File: config.mk
export PLATFORM = sky130hd
export DESIGN_NAME = dp_shift_scheduler
export DESIGN_NICKNAME = d
export VERILOG_FILES = /design/src/rtl/dp_shift_scheduler.sv
export SDC_FILE = /design/constraint.sdc
export NUM_CORES = 1
export LEC_CHECK = 0
export CELL_PAD_IN_SITES_DETAIL_PLACEMENT = 1
export CELL_PAD_IN_SITES_GLOBAL_PLACEMENT = 1
export CORE_ASPECT_RATIO = 0.6
export CORE_UTILIZATION = 41
export DETAILED_ROUTE_END_ITERATION = 8
export PLACE_DENSITY_LB_ADDON = 0.2
export SYNTH_ARGS = -nofsm -noshare
export SYNTH_HDL_FRONTEND = slang
export SYNTH_SLANG_ARGS = --single-unit
File: constraint.sdc
create_clock -name clk -period 3 [get_ports clk]
set_clock_uncertainty 0.05 [all_clocks]
set_input_delay 0.6 -clock clk [delete_from_list [all_inputs] [get_ports clk]]
set_output_delay 0.6 -clock clk [all_outputs]
set_load 0.02 [all_outputs]
File: src/rtl/dp_shift_scheduler.sv
// Round-robin scheduler sharing the cba shift-chain double-pulse generator
// between the config loader and the readout engine, with pair-safe abort.
module dp_shift_scheduler #(
  parameter int CNT_W = 8,
  parameter int GAP   = 2
) (
  input  logic             clk,
  input  logic             reset,
  input  logic             req_cfg,
  input  logic [CNT_W-1:0] len_cfg,
  output logic             gnt_cfg,
  output logic             done_cfg,
  input  logic             req_rd,
  input  logic [CNT_W-1:0] len_rd,
  output logic             gnt_rd,
  output logic             done_rd,
  input  logic             abort,
  output logic             dp_enable,
  output logic             busy,
  output logic [CNT_W-1:0] pulse_cnt,
  output logic             aborted
);

  typedef enum logic [2:0] {
    S_IDLE, S_GRANT, S_RUN, S_DRAIN, S_DONE, S_GAP
  } state_t;

  localparam int TMR_W = $clog2(GAP + 3);
  localparam logic [TMR_W-1:0] GAP_LAST  = TMR_W'((GAP > 0) ? GAP - 1 : 0);
  localparam logic [TMR_W-1:0] TMR_ONE   = TMR_W'(1);
  localparam logic [CNT_W:0]   ECNT_ONE  = (CNT_W + 1)'(1);
  localparam logic [CNT_W-1:0] PULSE_ONE = CNT_W'(1);

  state_t           state, state_next;
  logic             owner, owner_next;    // 0 = cfg, 1 = rd
  logic             ptr, ptr_next;        // round-robin priority, 0 = cfg
  logic [CNT_W:0]   last_ecnt, last_ecnt_next;
  logic [CNT_W:0]   ecnt, ecnt_next;
  logic             t, t_next;
  logic             dp_enable_next;
  logic [CNT_W-1:0] pulse_cnt_next;
  logic             aborted_next;
  logic             hold, hold_next;
  logic [TMR_W-1:0] tmr, tmr_next;
  logic [CNT_W-1:0] len_sel;

  always_ff @(posedge clk or posedge reset) begin
    if (reset) begin
      state     <= S_IDLE;
      owner     <= 1'b0;
      ptr       <= 1'b0;
      last_ecnt <= '0;
      ecnt      <= '0;
      t         <= 1'b0;
      dp_enable <= 1'b0;
      pulse_cnt <= '0;
      aborted   <= 1'b0;
      hold      <= 1'b0;
      tmr       <= '0;
    end else begin
      state     <= state_next;
      owner     <= owner_next;
      ptr       <= ptr_next;
      last_ecnt <= last_ecnt_next;
      ecnt      <= ecnt_next;
      t         <= t_next;
      dp_enable <= dp_enable_next;
      pulse_cnt <= pulse_cnt_next;
      aborted   <= aborted_next;
      hold      <= hold_next;
      tmr       <= tmr_next;
    end
  end

  always_comb begin
    state_next     = state;
    owner_next     = owner;
    ptr_next       = ptr;
    last_ecnt_next = last_ecnt;
    ecnt_next      = ecnt;
    t_next         = dp_enable & ~t;
    dp_enable_next = dp_enable;
    pulse_cnt_next = pulse_cnt;
    aborted_next   = aborted;
    hold_next      = hold;
    tmr_next       = tmr;
    len_sel        = owner ? len_rd : len_cfg;

    case (state)
      S_IDLE: begin
        if (req_cfg | req_rd) begin
          owner_next = (req_cfg & req_rd) ? ptr : req_rd;
          ptr_next   = ~owner_next;
          state_next = S_GRANT;
        end
      end
      S_GRANT: begin
        last_ecnt_next = {len_sel, 1'b0} - ECNT_ONE;
        ecnt_next      = ECNT_ONE;
        pulse_cnt_next = '0;
        aborted_next   = 1'b0;
        hold_next      = 1'b0;
        t_next         = 1'b0;
        tmr_next       = '0;
        if (len_sel == '0) begin
          state_next = S_DRAIN;
        end else begin
          state_next     = S_RUN;
          dp_enable_next = 1'b1;
        end
      end
      S_RUN: begin
        // An enable cycle with t=0 launches a new pair, except the abort
        // hold cycle, which only lets the in-flight pair finish.
        if (!t && !hold) pulse_cnt_next = pulse_cnt + PULSE_ONE;
        if (hold) begin
          state_next     = S_DRAIN;
          dp_enable_next = 1'b0;
          aborted_next   = 1'b1;
          hold_next      = 1'b0;
          tmr_next       = '0;
        end else if (ecnt == last_ecnt) begin
          state_next     = S_DRAIN;
          dp_enable_next = 1'b0;
          tmr_next       = '0;
        end else if (abort && !t) begin
          state_next     = S_DRAIN;
          dp_enable_next = 1'b0;
          aborted_next   = 1'b1;
          tmr_next       = '0;
        end else begin
          ecnt_next = ecnt + ECNT_ONE;
          hold_next = abort & t;
        end
      end
      S_DRAIN: begin
        tmr_next = tmr + TMR_ONE;
        if (tmr == TMR_ONE) state_next = S_DONE;
      end
      S_DONE: begin
        tmr_next   = '0;
        state_next = (GAP == 0) ? S_IDLE : S_GAP;
      end
      S_GAP: begin
        tmr_next = tmr + TMR_ONE;
        if (tmr == GAP_LAST) state_next = S_IDLE;
      end
      default: state_next = S_IDLE;
    endcase
  end

  assign gnt_cfg  = (state == S_GRANT) & ~owner;
  assign gnt_rd   = (state == S_GRANT) & owner;
  assign done_cfg = (state == S_DONE) & ~owner;
  assign done_rd  = (state == S_DONE) & owner;
  assign busy     = (state != S_IDLE);

endmodule

==> results.toml <==
[synth]
syn_nets = 268
syn-instance-count = 242
yosys.cell_types.count = 47
async_flop_share = 1.00
ys.flop_type = "dfrtp_1"
syn-cell-area_um2 = 2250
synth_edf_count = 0
yosysSeqAreaShare = 0.423
synth-warning-count = 0
ys_seq_elements = 38
synth_area_per_cell_um2 = 9.30

[critical_path]
path_max_fanout = 10
reg2reg_from = "state[2]$_DFFE_PP0P_"
criticalPathCategory = "reg -> out"
cp-end-kind = "output port"
crit_buf_inv = 1
critPathLaunch = "state[0]$_DFFE_PP0P_"
worstPathRequired_ps = 2350
crit_path_start_kind = "register"
slowest_stage = "clkdlybuf4s50_1"
crit_chain = "nand2b_1 > or2_2 > nor2_1 > clkdlybuf4s50_1"
arrival_ps = 2150
cp_top_family = "simple AND/OR/NAND/NOR gates"
slowest_delay_ps = 620

[cells_and_area]
drive_above_1_share = 0.0860
final_common_cell = "dfrtp_1"
synthToLayoutAreaGrowth_pct = 24.3
fin_util = 0.540
fin_nets = 305
final_cell_mix = "dfrtp_1, clkdlybuf4s50_1, nor2_1, nand2_1, nand3_1"
fillers = 602
diodes = 0

[place]
pre_cts_slack_ps = 391
dp_hpwl_mm = 4.62
port_buffers = 35
globalplace.congestion = 0.843

[clock_tree]
clk_latency_ps = 300
clk_pin_slew_worst_paths_ps = 80
root_buffer = "clkbuf_8"
clockBufferDepth = 2
clkSinkCount = 38
cts_setup_buffers = 0
cts_buffers = 5
cts-htree-levels = 2
cts_tree = "built"

[sta]
tightest_slew_ps = 622
post-route-period-util = 0.934
relSlewSlack = 0.586
maxSlewViolCount = 0
finalHoldViolations = 0
setup_tns_ps = 0
finalSetupViolations = 0
timing.fmax_mhz = 357
rsz0062_at_grt = "no"
layout_setup_ws_ps = 199
fin_crit_ps = 2800
whs_ps = 449

[global_routing]
grt_antenna_before_repair = 0
grt-ovfl-total = 0
grt_usage = 0.243
grt_pass1_vias = 2087
grt_first_pass_wirelength_mm = 10.7
grt_start_max_net_pins = 39

[detailed_routing]
vias = 1948
drt-initial-drc-count = 66
drt-vias-per-instance = 5.65
post_drt_wl_per_cell_um = 18.0
drt_wl_total_mm = 6.21
first_pass_iters = 7
drc = 5
postRouteAntennaNets = 0

[floorplanning]
die_w_um = 97.6
die_h_um = 59.4
initial_core_util = 0.434
dieArea_um2 = 5800
io_pins = 36
rows = 20
fp.coreArea_um2 = 5180

[power_and_ir_drop]
combPwrFrac = 0.474
p_leak_nw = 1.20
power.switching_w = 0.00123
power_density_nw_per_um2 = 1000
power_frac_clock = 0.165
power_frac_seq = 0.362
ir_drop_mv = 0.399
sw_frac_of_total = 0.438
internal_power_w = 0.00158

[status]
violations = "design-rule violations"
outcome = "complete, but fails checks"

[hold_path]
hold_class = "reg -> reg"
hp-start = "ptr$_DFFE_PP0P_"

[run]
maxCapViolCount = 0
-- repair_timing --
action / in CTS / in global routing
hold buffers: 0 / 0
gates resized for setup: 0 / 1
endpoints found under the hold margin: 0 / 0
endpoints found under the setup margin: 0 / 1
-- area by class of cell --
| cell class | count | area (um2) | share of cell area |
|---|---|---|---|
| Clock buffer | 6 | 82.6 | 0.0295 |
| Inverter | 5 | 18.8 | 0.00671 |
| Timing Repair Buffer | 42 | 403 | 0.144 |
| Clock inverter | 1 | 30.0 | 0.0107 |
| Multi-Input combinational cell | 187 | 1230 | 0.439 |
| Tap cell | 66 | 82.6 | 0.0295 |
| Sequential cell | 38 | 951 | 0.340 |
-- cells in the mapped netlist, drive strengths merged (2+ instances only) --
| cell | instances | area [um2] |
|---|---|---|
| nor2b | 3 | 18.8 |
| a221o | 3 | 30.0 |
| ha | 5 | 62.6 |
| nand2b | 5 | 31.3 |
| and2 | 2 | 12.5 |
| o41ai | 2 | 17.5 |
| nor2 | 21 | 81.3 |
| nand2 | 20 | 75.1 |
| and3 | 6 | 37.5 |
| inv | 5 | 18.8 |
| nor4 | 3 | 18.8 |
| nand3 | 17 | 90.1 |
| a211o | 2 | 17.5 |
| o21ai | 12 | 60.1 |
| mux2 | 2 | 22.5 |
| nand4 | 5 | 31.3 |
| a21o | 3 | 22.5 |
| buf | 5 | 36.3 |
| nor3 | 10 | 50.1 |
| dfrtp | 38 | 951 |
| o211ai | 3 | 22.5 |
| a31oi | 3 | 18.8 |
| xor2 | 11 | 96.3 |
| clkbuf | 7 | 26.3 |
| mux2i | 8 | 80.1 |
| a21oi | 10 | 61.3 |
| nor3b | 5 | 37.5 |
| xnor2 | 11 | 96.3 |
| or3 | 2 | 12.5 |
-- state kept, by name, indices dropped and copies added (netlist names) --
register   flops
aborted        1
dp_enable      1
ecnt           9
hold           1
last_ecnt      9
owner          1
ptr            1
pulse_cnt      8
state          3
t              1
tmr            3
-- power by group through the flow --
stage	registers (W)	clock network (W)	logic (W)
after CTS	0.00101	0.000467	0.00133
final	0.00101	0.000462	0.00133
after floorplan	0.000914	0	0.000975
after global placement	0.00100	0	0.00126
after detailed placement	0.00102	0	0.00131
after global routing	0.00105	0.000488	0.00147
-- worst reg2reg max path: cells and delay by family, from the launching register on --
kind,cells,cell delay [ps]
AND/OR/NAND/NOR,3,1010
AO/OA/AOI/OAI,2,740
flip-flops,1,610
-- per-stage QoR --
stage | instances | total power (W) | instance area [um2]
4_1_cts | 345 | 0.00281 | 2790
3_5_place_dp | 338 | 0.00233 | 2680
2_1_floorplan | 242 | 0.00189 | 2250
6_report | 345 | 0.00280 | 2800
3_3_place_gp | 338 | 0.00227 | 2680
5_1_grt | 345 | 0.00301 | 2800
-- per-layer routing --
layer | vias up | global-route usage | wire length, um
met5 | - | 0 | 0
met4 | 0 | 0.0823 | 105
met3 | 13 | 0.0519 | 298
met2 | 52 | 0.351 | 2490
met1 | 941 | 0.361 | 3320
li1 | 942 | - | -
-- final timing paths --
kind / to / slack (ps) / cells past startpoint
setup reg to reg: ecnt[2]$_DFFE_PP0P_ / 470 / 5
setup / recovery: gnt_cfg / 200 / 4
hold / removal: ptr$_DFFE_PP0P_ / 450 / 1
max in group asynchronous: last_ecnt[8]$_DFFE_PP0N_ / 1880 / 3
min in group asynchronous: ecnt[3]$_DFFE_PP0P_ / 670 / 3
hold reg to reg: ptr$_DFFE_PP0P_ / 450 / 1
-- cells by family after synthesis --
kind of cell	Yosys count	share of synthesized area
AND/OR/NAND/NOR	103	0.236
flip-flops	38	0.423
buffers and inverters	17	0.0362
AO/OA/AOI/OAI	47	0.146
adder cells (fa/ha/maj)	5	0.0278
XOR/XNOR	22	0.0856
multiplexers	10	0.0456
Note: power is estimated with default switching activity, not from simulation.
